[src/rtl/fifo_pkg.sv]
// ============================================================================
//  fifo_pkg : shared widths and types for the FIFO and its read-side stream.
//  Revision : 1.0
// ============================================================================
`default_nettype none

package fifo_pkg;

    localparam int DATA_WIDTH = 8;
    localparam int BURST_LEN  = 4;

    typedef logic [DATA_WIDTH-1:0] data_t;
    typedef logic [1:0]            buf_occ_t;

    localparam buf_occ_t OCC_EMPTY = 2'd0;
    localparam buf_occ_t OCC_ONE   = 2'd1;
    localparam buf_occ_t OCC_FULL  = 2'd2;

endpackage : fifo_pkg

`default_nettype wire

[src/rtl/fifo_out_buf.sv]
// ============================================================================
//  fifo_out_buf : 2-entry order-preserving buffer; head entry drives rd_data.
//  Revision     : 1.0
// ============================================================================
`default_nettype none

module fifo_out_buf #(
    parameter int DATA_WIDTH = fifo_pkg::DATA_WIDTH
) (
    input  logic                   clk,
    input  logic                   rst,
    input  logic                   wr_en,
    input  logic [DATA_WIDTH-1:0]  wr_data,
    input  logic                   rd_en,
    output logic [DATA_WIDTH-1:0]  rd_data,
    output fifo_pkg::buf_occ_t     occ
);

    import fifo_pkg::*;

    logic [DATA_WIDTH-1:0] head_q, head_d;
    logic [DATA_WIDTH-1:0] tail_q, tail_d;
    buf_occ_t              occ_q, occ_d;
    logic                  rd_ok;
    logic                  wr_ok;

    // A write into a full buffer is only accepted when the head leaves in the same cycle.
    assign rd_ok = rd_en && (occ_q != OCC_EMPTY);
    assign wr_ok = wr_en && ((occ_q != OCC_FULL) || rd_ok);

    always_comb begin
        head_d = head_q;
        tail_d = tail_q;
        occ_d  = occ_q;
        unique case ({wr_ok, rd_ok})
            2'b10: begin
                if (occ_q == OCC_EMPTY) begin
                    head_d = wr_data;
                end else begin
                    tail_d = wr_data;
                end
                occ_d = occ_q + OCC_ONE;
            end
            2'b01: begin
                head_d = tail_q;
                occ_d  = occ_q - OCC_ONE;
            end
            2'b11: begin
                if (occ_q == OCC_FULL) begin
                    head_d = tail_q;
                    tail_d = wr_data;
                end else begin
                    head_d = wr_data;
                end
            end
            default: ;
        endcase
    end

    always_ff @(posedge clk or negedge rst) begin
        if (!rst) begin
            head_q <= '0;
            tail_q <= '0;
            occ_q  <= OCC_EMPTY;
        end else begin
            head_q <= head_d;
            tail_q <= tail_d;
            occ_q  <= occ_d;
        end
    end

    assign rd_data = head_q;
    assign occ     = occ_q;

endmodule : fifo_out_buf

`default_nettype wire

[src/rtl/fifo_rd_stream.sv]
// ============================================================================
//  fifo_rd_stream : pops the FIFO read port and presents a valid/ready stream
//                   grouped into fixed-length bursts marked by m_last.
//  Revision       : 1.0
// ============================================================================
`default_nettype none

module fifo_rd_stream #(
    parameter int DATA_WIDTH = fifo_pkg::DATA_WIDTH,
    parameter int BURST_LEN  = fifo_pkg::BURST_LEN,
    parameter int CNT_WIDTH  = 16
) (
    input  logic                          clk,
    input  logic                          rst,
    input  logic                          en,
    input  logic                          fifo_empty,
    output logic                          fifo_pop,
    input  logic [DATA_WIDTH-1:0]         fifo_data,
    output logic                          m_valid,
    input  logic                          m_ready,
    output logic [DATA_WIDTH-1:0]         m_data,
    output logic                          m_last,
    output logic [$clog2(BURST_LEN)-1:0]  beat_idx,
    output logic [CNT_WIDTH-1:0]          words_out
);

    import fifo_pkg::*;

    localparam int                BEAT_W    = $clog2(BURST_LEN);
    localparam logic [BEAT_W-1:0] LAST_BEAT = BEAT_W'(BURST_LEN - 1);

    logic                  inflight_q;
    buf_occ_t              occ;
    logic                  xfer;
    logic [2:0]            pending;
    logic [BEAT_W-1:0]     beat_q, beat_d;
    logic [CNT_WIDTH-1:0]  words_q, words_d;

    assign m_valid = (occ != OCC_EMPTY);
    assign xfer    = m_valid && m_ready;

    // Credits: buffered words plus the word still coming back from the FIFO must
    // leave room for this pop, counting the slot freed by a transfer this cycle.
    assign pending  = {1'b0, occ} + {2'b00, inflight_q};
    assign fifo_pop = rst && en && !fifo_empty && (pending < (xfer ? 3'd3 : 3'd2));

    always_ff @(posedge clk or negedge rst) begin
        if (!rst) begin
            inflight_q <= 1'b0;
        end else begin
            inflight_q <= fifo_pop;
        end
    end

    fifo_out_buf #(
        .DATA_WIDTH (DATA_WIDTH)
    ) u_out_buf (
        .clk     (clk),
        .rst     (rst),
        .wr_en   (inflight_q),
        .wr_data (fifo_data),
        .rd_en   (xfer),
        .rd_data (m_data),
        .occ     (occ)
    );

    always_comb begin
        beat_d  = beat_q;
        words_d = words_q;
        if (xfer) begin
            beat_d  = (beat_q == LAST_BEAT) ? '0 : beat_q + BEAT_W'(1);
            words_d = words_q + CNT_WIDTH'(1);
        end
    end

    always_ff @(posedge clk or negedge rst) begin
        if (!rst) begin
            beat_q  <= '0;
            words_q <= '0;
        end else begin
            beat_q  <= beat_d;
            words_q <= words_d;
        end
    end

    assign m_last    = m_valid && (beat_q == LAST_BEAT);
    assign beat_idx  = beat_q;
    assign words_out = words_q;

endmodule : fifo_rd_stream

`default_nettype wire

[config.mk]
export PLATFORM = sky130hd
export DESIGN_NAME = fifo_rd_stream
export DESIGN_NICKNAME = d
export VERILOG_FILES = /design/src/rtl/fifo_pkg.sv /design/src/rtl/fifo_out_buf.sv /design/src/rtl/fifo_rd_stream.sv
export SDC_FILE = /design/constraint.sdc
export NUM_CORES = 1
export LEC_CHECK = 0
export CAP_MARGIN = 10
export CORE_MARGIN = 2
export CORE_UTILIZATION = 30
export CTS_CLUSTER_DIAMETER = 120
export DETAILED_ROUTE_END_ITERATION = 7
export GPL_TIMING_DRIVEN = 0
export HOLD_SLACK_MARGIN = 0.03
export PLACE_DENSITY_LB_ADDON = 0.05
export SYNTH_ARGS = -nofsm -noshare
export SYNTH_HDL_FRONTEND = slang
export SYNTH_SLANG_ARGS = --single-unit
[constraint.sdc]
create_clock -name clk -period 1.9 [get_ports clk]
set_input_delay 0.38 -clock clk [delete_from_list [all_inputs] [get_ports clk]]
set_output_delay 0.38 -clock clk [all_outputs]
set_load 0.05 [all_outputs]
==> qor.csv <==
metric,value,unit
rsz0062_at_grt,yes,
synth_most_common_cell,dfrtp_1,
min_period,1.971,ns
r2r_start,inflight_q$_DFF_PN0_,
numCtsBuffers,5,
r2r-end,u_out_buf.rd_data[7]$_DFFE_PN0P_,
power_frac_seq,0.387,
num_rows,28,
io_buffers,41,
synth-edff-count,0,
grt_use_total,0.1226,
cp_cell_sequence,"ha_2, ha_4, o21ai_2, nor4b_4, buf_6",
wl_per_cell,13.63,µm
postSynthAreaPerCell,12.81,µm²
wirelength,3667,µm
root_buffer,clkbuf_8,
pwr-share-comb,0.380,
drt_iter0_markers,49,
cts_sinks,37,
cts_buffer_depth,2,
synthSimpleGateAreaFrac,0.1454,
power.internal,1.744,mW
drive_gt1_frac,0.2526,
p_switching,1.052,mW
ys_seq_area_frac,0.5125,
drv_slew,0,
die_h,81.61,µm
synthTopCellsByArea,"dfrtp_1 51%, mux2_4 8.3%, xnor2_1 5.3%",
die_area,6659,µm²
num-nets-final,211,
area_growth,38.71,%
finalHoldViolations,0,
grt_overflow,0,
cts.clk_slew.worst_paths,0.07,ns
place_hpwl,2523,µm
clock_latency,0.29,ns
grt_pass1_wl,5947,µm
crit_required,1.52,ns
cts_tree,yes,
ys_seq_elements,37,
coreArea,5886,µm²
start_util,0.3070,
synthFlopType,dfrtp_1,
violations,negative setup slack,
relSlewSlack,0.6633,
postSynthCellCount,141,
syn-num-nets,158,
synth-compound-area-share,0.1177,
cts-htree-levels,2,
finClkSkew,0.006345,ns
crit_path_max_fanout,2,
yosys-top-cells-count,"37 x dfrtp_1, 14 x nand2_1, 11 x xnor2_1",
grt_pass1_vias,1259,
fin_ws,-0.07090,ns
synth_top_family_by_area,simple AND/OR/NAND/NOR gates,
p_per_area,1115,nW/µm²
whs,0.05565,ns
synthMuxAreaShare,0.1011,
outcome,finished with violations,
crit_type,flop to primary output,
ant_nets,0,
start_kind,flop,
antenna_found_initial,0,
async_flop_share,1.000,
crit_family,flip-flops,
fill_cells,565,
ys_types,35,
path_buf_inv,1,
timing.final.crit_share,1.037,
grt_max_degree,39,
place_congestion,0.7314,
tightest_slew,0.5042,ns
ff2ff_setup_slack,0.20,ns
synthAdderAreaFrac,0.02770,
ir_worst_vdd,0.5587,mV
setup_viol,1,
hold_class,input port to asynchronous set/reset pin,
vias,1227,
fmax,507.4,MHz
syn_area,1807,µm²
post-route-drc-count,0,
synth_area_leader_cell,dfrtp_1,
avgViaCountPerCell,4.561,
power.share.clock,0.234,
slowest_delay,0.40,ns
reg2reg_depth,6,
ios,42,
die_x,81.61,µm
ys_warn_count,0,
synthXorXnorAreaFrac,0.07271,
cp-end-kind,primary output,
cp_num_cells,5,
worst_path_max_delay_cell,dfrtp_1,
drv_cap,0,
antenna_cells,0,
synth_top_area_frac,0.5125,
fin_tns_setup,-0.07090,ns
first_pass_iters,4,
switching_share,0.3762,
p_leak,1.321,nW
critical_path_arrival,1.59,ns
place_ws,-1.078,ns
cells by family after synthesis:
| logic type | after synthesis |
|---|---|
| xor+xnor | 15 |
| fa+ha+maj | 4 |
| buf+inv | 6 |
| simple gates | 43 |
| mux | 13 |
| compound gates | 23 |
| flops | 37 |
layer usage:
| layer | vias to the layer above | track usage | routed length, µm | share of wire |
|---|---|---|---|---|
| li1 | 593 | - | - | - |
| met1 | 600 | 0.1487 | 1657 | 0.45 |
| met2 | 28 | 0.1992 | 1781 | 0.49 |
| met3 | 6 | 0.03956 | 163 | 0.044 |
| met4 | 0 | 0.05500 | 65 | 0.018 |
| met5 | - | 0 | 0 | 0 |
power by group through the flow:
| stage | combinational, mW | sequential [mW] | clock, mW |
|---|---|---|---|
| floorplan | 0.335 | 1.48 | 0 |
| global placement | 1.07 | 1.09 | 0 |
| detailed placement | 1.08 | 1.10 | 0 |
| CTS | 1.07 | 1.08 | 0.686 |
| global route | 1.12 | 1.11 | 0.732 |
| finish | 1.06 | 1.08 | 0.653 |
how the worst max path moves through the flow:
stage | startpoint | end | slack, ns
final | u_out_buf.occ[0]$_DFFE_PN0P_ | fifo_pop | -0.07
after global placement | rst | fifo_pop | -1.98
after floorplan | inflight_q$_DFF_PN0_ | fifo_pop | 0.004
after CTS | u_out_buf.occ[0]$_DFFE_PN0P_ | fifo_pop | -0.09
after detailed placement | m_ready | fifo_pop | -1.08
after global routing | u_out_buf.occ[0]$_DFFE_PN0P_ | fifo_pop | -0.15
final cells by class:
class | count | area [µm²] | area share
buffer | 3 | 33.78 | 0.01348
clock buffer | 5 | 68.82 | 0.02746
clock inverter | 2 | 35.03 | 0.01398
inverter | 3 | 11.26 | 0.004493
multi-input combinational | 98 | 882.1 | 0.3520
sequential | 37 | 925.9 | 0.3694
tap | 75 | 93.84 | 0.03744
timing repair buffer | 46 | 455.4 | 0.1817
worst reg2reg max path, stage by stage, from the launching register on:
cell and delay [ns]:
dfrtp_1 0.38, buf_4 0.13, buf_6 0.13, nand2b_4 0.15, a21boi_4 0.21, mux2_4 0.31, mux2_2 0.26
sequential cells by signal (all words and copies together) (netlist names):
register and cells:
words_out 16, u_out_buf.rd_data 8, u_out_buf.occ 2, beat_idx 2
inflight_q 1, u_out_buf.tail_q 8
timing repair:
action	in CTS	in global routing
cloned	0	0
hold buffers	0	0
setup endpoints to repair	13	12
gates resized for setup	32	8
pin swaps	1	2
setup buffers	1	4
cells in the final DEF, fill, tap and decap left out, drive strengths merged, types with 2 or more instances in the layout:
| master | count |
|---|---|
| nand3 | 4 |
| a22o | 6 |
| nand2 | 15 |
| buf | 10 |
| and3 | 2 |
| a21oi | 4 |
| xor2 | 4 |
| nor2 | 7 |
| inv | 3 |
| dlymetal6s2s | 8 |
| clkdlybuf4s15 | 2 |
| nand4 | 4 |
| nor2b | 2 |
| a21o | 7 |
| clkbuf | 5 |
| o21ai | 2 |
| nand2b | 4 |
| clkdlybuf4s50 | 18 |
| dlygate4sd2 | 11 |
| nor3 | 2 |
| ha | 4 |
| mux2 | 12 |
| xnor2 | 11 |
| dfrtp | 37 |
through the flow:
step	power, mW	area [µm²]	util	cells
after floorplan	1.813	1824	-	141
after global placement	2.155	2328	0.3956	257
after detailed placement	2.180	2323	0.3948	257
after CTS	2.841	2456	0.4173	265
after global routing	2.964	2506	0.4258	269
final	2.795	2506	0.4258	269
Note: power is estimated with default switching activity, not from simulation.
==> patch 1, RTL diff (config.mk and constraints unchanged) <==
Remove the case item `2'b10` of the case on `{wr_ok, rd_ok}`.
--- a/src/rtl/fifo_out_buf.sv
+++ b/src/rtl/fifo_out_buf.sv
@@ -35,10 +35,2 @@
         unique case ({wr_ok, rd_ok})
-            2'b10: begin
-                if (occ_q == OCC_EMPTY) begin
-                    head_d = wr_data;
-                end else begin
-                    tail_d = wr_data;
-                end
-                occ_d = occ_q + OCC_ONE;
-            end
             2'b01: begin
Function: changed (Yosys sat finds a counterexample within 4 cycles, from zero or initial values and one cycle with rst low).
==> patch 1 against the original RTL <==
- the run still ends with negative setup slack left
- routed wire length is 2.7% lower
- setup slack worse by 0.0014 ns
- sequential share of layout area is 1.4 points higher
- sequential cell count stayed put
- register-to-register slack worse by 0.15 ns
- final area is 3.5% lower
- power is 34% higher
- count of clock-buffer cells in the layout is 2 higher
- synthesized area is 7.1% lower
- hold slack better by 0.0060 ns
- die area is 6.7% lower
- largest cell class unchanged
- largest power group is now combinational cells
- highest routed layer unchanged
==> patch 1: results (changes against the original RTL) <==
* Met3 WL at 168 um (+3.1%)
* Worst Max-Slew Pin Slew at 0.5454 ns (+0.04119 ns)
* CP max FO at 2 (unchanged)
* Initial DRC Count at 37 (-24%)
* DP HPWL at 2445 um (-3.1%)
* WHS at 0.06170 ns (+0.006044 ns)
* H-tree levels at 2 (unchanged)
* Mean Syn Cell Area at 11.99 sq um (-6.4%)
* Violated checks: negative setup slack
* Cell family with most CP delay: adder cells
* Count of input and output buffers at 41 (unchanged)
* Sequential area share after synthesis at 55.14% (+3.9 points)
* Top cells by area, synth: dfrtp_1 55%, xnor2_1 7.3%, mux2_2 5.4%, ha_1 5.2%, nand2_1 4.9%
* Reg power frac at 33.4% (-5.3 points)
* Setup ws final at -0.07231 ns (-0.001410 ns)
* Antenna diodes at 0 (unchanged)
* Leak at 1.237 nW (-6.4%)
* R2r setup slk at 0.05 ns (-0.15 ns)
* Nets at 216 (+2.4%)
* Reg2Reg Launch Point: u_out_buf.occ[0]$_DFFE_PN0N_
* Largest net degree at the start of global routing at 39 (unchanged)
* Final setup vio count at 1 (unchanged)
* # fillers at 523 (-7.4%)
* Worst Setup SP: u_out_buf.occ[0]$_DFFE_PN0N_
* Placed Cells at 253 (-1.6%)
* Dpl cell area at 0.002192 sq mm (-5.7%)
* Reg-to-reg critical path endpoint: u_out_buf.tail_q[3]$_DFFE_PN0P_
* Met2 GRT Util at 21.71% (+1.8 points)
* Logic pwr share at 47.8% (+9.8 points)
* WL met2 at 1774 um (-0.39%)
* VDD IR-drop max at 0.5899 mV (+5.6%)
* Int Power at 0.002135 W (+22%)
* Post-CTS setup buffer count at 5 (+4)
* Routed met1 length at 1599 um (-3.5%)
* Setup slack after placement at -0.9491 ns (+0.1291 ns)
* DRT Wirelength at 3567 um (-2.7%)
* Initial antenna violation count at 0 (unchanged)
* Vias in the first global route at 1261 (+0.16%)
* Final Skew at 0.005676 ns (-0.0006690 ns)
* Clk_lat worst skew at approximately 0.28 ns
* Met1 Usage GRT at 14.79% (-0.078 points)
* Total negative slack at -0.07231 ns (-0.001410 ns)
* Synth top cells by count: 37 x dfrtp_1, 22 x nand2_1, 14 x xnor2_1, 9 x o21ai_0
* Cell variety after synth at 26 (-26%)
* Share of cells above drive strength 1 at 19.80% (-5.5 points)
* Final GP Congestion at 0.7639 (+4.4%)
* First-pass GRT wire length at 6003 um (+0.94%)
* Status: finished, violations left
* Drt wl/cell at 13.26 um (-2.7%)
* CTS resizes at 30 (-6.3%)
* Met3 Use GR at 3.864% (-0.092 points)
* Net Count, Synth at 160 (+1.3%)
* GRT Total Usage at 12.53% (+0.26 points)
* Comb pwr at 0.00179 W (+69%)
==> patch 1: changes by cell type in the layout (fill, tap and decap cells not counted), sizes merged, moves of 4 or more <==
cell / before / now
nor2: 7 / 1
a21o: 7 / 1
a22o: 6 / 0
mux2i: 1 / 8
mux2: 12 / 8
nand2: 15 / 22
o21ai: 2 / 9
clkbuf: 5 / 9
==> patch 1: area by class of cell <==
type	count	area, sq um	share of cell area (%)
flip-flops and latches	37	925.9	38.30
multi-input cells	96	772.0	31.94
repair buffers	49	479.2	19.82
well taps	72	90.09	3.727
clock buffers	7	86.33	3.571
clock inverters	1	30.03	1.242
plain buffers	3	18.77	0.7764
inverters	4	15.01	0.6211
==> patch 1: cells by family after synthesis <==
logic type               synth area share (%)
AND/OR/NAND/NOR                         15.95
flip-flops                              55.14
multiplexers                            10.13
XOR/XNOR                                8.346
AO/OA/AOI/OAI                           3.427
buffers and inverters                   1.788
adder cells (fa/ha/maj)                 5.216
==> patch 2, RTL diff (same settings) <==
Without the edit above. Set the package constant `BURST_LEN` to 2 (it was 4).
--- a/src/rtl/fifo_pkg.sv
+++ b/src/rtl/fifo_pkg.sv
@@ -9,3 +9,3 @@
     localparam int DATA_WIDTH = 8;
-    localparam int BURST_LEN  = 4;
+    localparam int BURST_LEN  = 2;
 
Interface: changed (resized beat_idx); port bits go from 42 to 41. No check against the original RTL was run, so the function may have changed too.
==> patch 2 against the original RTL <==
- setup slack lost 0.020 ns
- routed wire length shrank 2.4%
- power grew 0.58%
- first-iteration DRC count grew 18%
- sequential cell count shrank 1
- final area shrank 7.6%
- sequential share of layout area grew 2.0 points
- sequential power is essentially flat
- global-route usage grew 0.35 points
- highest routed layer unchanged
- the run still ends with negative setup slack left
- synthesized area shrank 8.7%
==> patch 2: results (changes against the original RTL) <==
* GRT Total Usage at 12.61% (+0.35 points)
* Clk root buf: clkbuf_8
* # fillers at 520 (-8.0%)
* Top_reg_cell synth: dfrtp_1
* Synth top cells by count: 36 x dfrtp_1, 22 x nand2_1, 12 x xnor2_1, 9 x a21oi_1
* Cell family with most CP delay: flip-flops
* WHS at 0.05153 ns (-0.004124 ns)
* Sequential area share after synthesis at 54.63% (+3.4 points)
* Antenna diodes at 0 (unchanged)
* Final GP Congestion at 0.7702 (+5.3%)
* Share of cells above drive strength 1 at 19.29% (-6.0 points)
* Clock transition at path regs at 0.07 ns (about the same)
* R2R depth at 5 (-1)
* Fraction of registers with async set/reset at 100.0% (unchanged)
* Setup ws final at -0.09078 ns (-0.01989 ns)
* Cell variety after synth at 32 (-8.6%)
* First-pass GRT wire length at 5816 um (-2.2%)
* Drt wl/cell at 13.40 um (-1.7%)
* Max stage delay on crit path at 0.42 ns (+0.02 ns)
* VDD IR-drop max at 0.7397 mV (+32%)
* Initial antenna violation count at 0 (unchanged)
* Final Skew at 0.004951 ns (-0.001394 ns)
* Slowest CP cell: dfrtp_1
* Count of input and output buffers at 39 (-4.9%)
* Initial DRC Count at 58 (+18%)
* Nets at 212 (+0.47%)
* CP max FO at 2 (unchanged)
* CTS Buf Count at 5 (unchanged)
* Final setup vio count at 1 (unchanged)
* Synth warn at 0 (unchanged)
* H-tree levels at 2 (unchanged)
* Clock Path Buffers at 2 (unchanged)
* Worst Max-Slew Pin Slew at 0.6089 ns (+0.1047 ns)
* Reg2Reg Launch Point: inflight_q$_DFF_PN0_
* Violated checks: negative setup slack
* Clk_lat worst skew at 0.29 ns (about the same)
* Status: finished, violations left
* Top cells by area, synth: dfrtp_1 55%, xnor2_1 6.4%, mux2_2 5.5%, nand2_1 5.0%, a21oi_1 2.7%
* Leak at 1.135 nW (-14%)
* Largest net degree at the start of global routing at 38 (-2.6%)
* Arrival time worst endpoint at 1.61 ns (+0.02 ns)
* Reg-to-reg critical path endpoint: u_out_buf.rd_data[0]$_DFFE_PN0P_
* Hold crit path type: primary input to asynchronous set/reset pin
* Total negative slack at -0.09078 ns (-0.01989 ns)
* Net Count, Synth at 163 (+3.2%)
* Max reg flops at 16 (unchanged)
* Via Count at 1239 (+0.98%)
* R2r setup slk at 0.25 ns (+0.05 ns)
* DRT Pass-1 Iters at 4 (unchanged)
* DP HPWL at 2408 um (-4.5%)
patch 2: changes by cell type after synthesis, moves of 3 or more:
cell	delta
nand2_1	+8
nand3_1	+4
mux2_4	-10
a21oi_1	+6
nand4_1	-3
o21ai_0	+4
a21o_1	-7
mux2_2	+6
a22oi_1	+4
a22o_1	-6
patch 2: metal layers:
layer  track usage, %  up-vias  share of wire [%]
li1                 -      602                  -
met1            16.70      602                 49
met2            18.28       29                 44
met3            5.402        6                5.7
met4            4.737        0                1.4
met5                0        -                  0
patch 2: power breakdown:
part	total (W)	internal, W	leakage [nW]	switching, W
Combinational	0.00108	0.000371	0.620	0.000704
Sequential	0.00108	0.000944	0.460	0.000133
Clock	0.000659	0.000389	0.0552	0.000270
patch 2: kinds of logic (layout without fill, tap and decap cells):
logic type | count (synthesis) | count (layout) | synth area share, %
compound gates | 22 | 22 | 8.270
flops | 36 | 36 | 54.63
fa+ha+maj | 3 | 3 | 2.276
xor+xnor | 16 | 16 | 8.497
simple gates | 56 | 56 | 18.44
mux | 8 | 8 | 5.463
buf+inv | 6 | 56 | 2.427
patch 2: worst max path at each step:
stage	startpoint	end	slack [ns]	cells past startpoint
finish	u_out_buf.occ[0]$_DFFE_PN0P_	fifo_pop	-0.09	5
global placement	rst	fifo_pop	-1.95	4
global route	u_out_buf.occ[0]$_DFFE_PN0P_	fifo_pop	-0.12	5
floorplan	inflight_q$_DFF_PN0_	fifo_pop	-0.003	4
detailed placement	rst	fifo_pop	-0.94	4
CTS	inflight_q$_DFF_PN0_	fifo_pop	-0.09	5
patch 2: worst reg2reg max path, cell delays in order, from the launching register on:
cell,delay (ns)
dfrtp_2,0.43
buf_4,0.16
and2_1,0.20
nor2_1,0.48
a21oi_1,0.16
a21oi_1,0.16
patch 2: through the flow:
step | area (sq um) | setup WS (ns) | util, % | cells
final | 2315 | -0.09078 | 44.47 | 267
after global routing | 2315 | -0.1249 | 44.47 | 267
after CTS | 2296 | -0.08998 | 44.11 | 267
after detailed placement | 2140 | -0.9413 | 41.11 | 256
after global placement | 2145 | -1.946 | 41.20 | 256
after floorplan | 1667 | -0.002846 | - | 147
patch 2: cell type report:
class | instances | area share [%]
Sequential cell | 36 | 38.97
Multi-Input combinational cell | 105 | 32.81
Timing Repair Buffer | 42 | 17.78
Tap cell | 70 | 3.784
Clock buffer | 6 | 3.135
Buffer | 5 | 1.838
Clock inverter | 2 | 1.514
Inverter | 1 | 0.1622
patch 2: repair_timing:
item	in CTS	in global routing
endpoints found under the setup margin	15	7
resized for setup	35	8
setup buffers	3	0
hold endpoints to repair	0	0
pin swaps	1	0
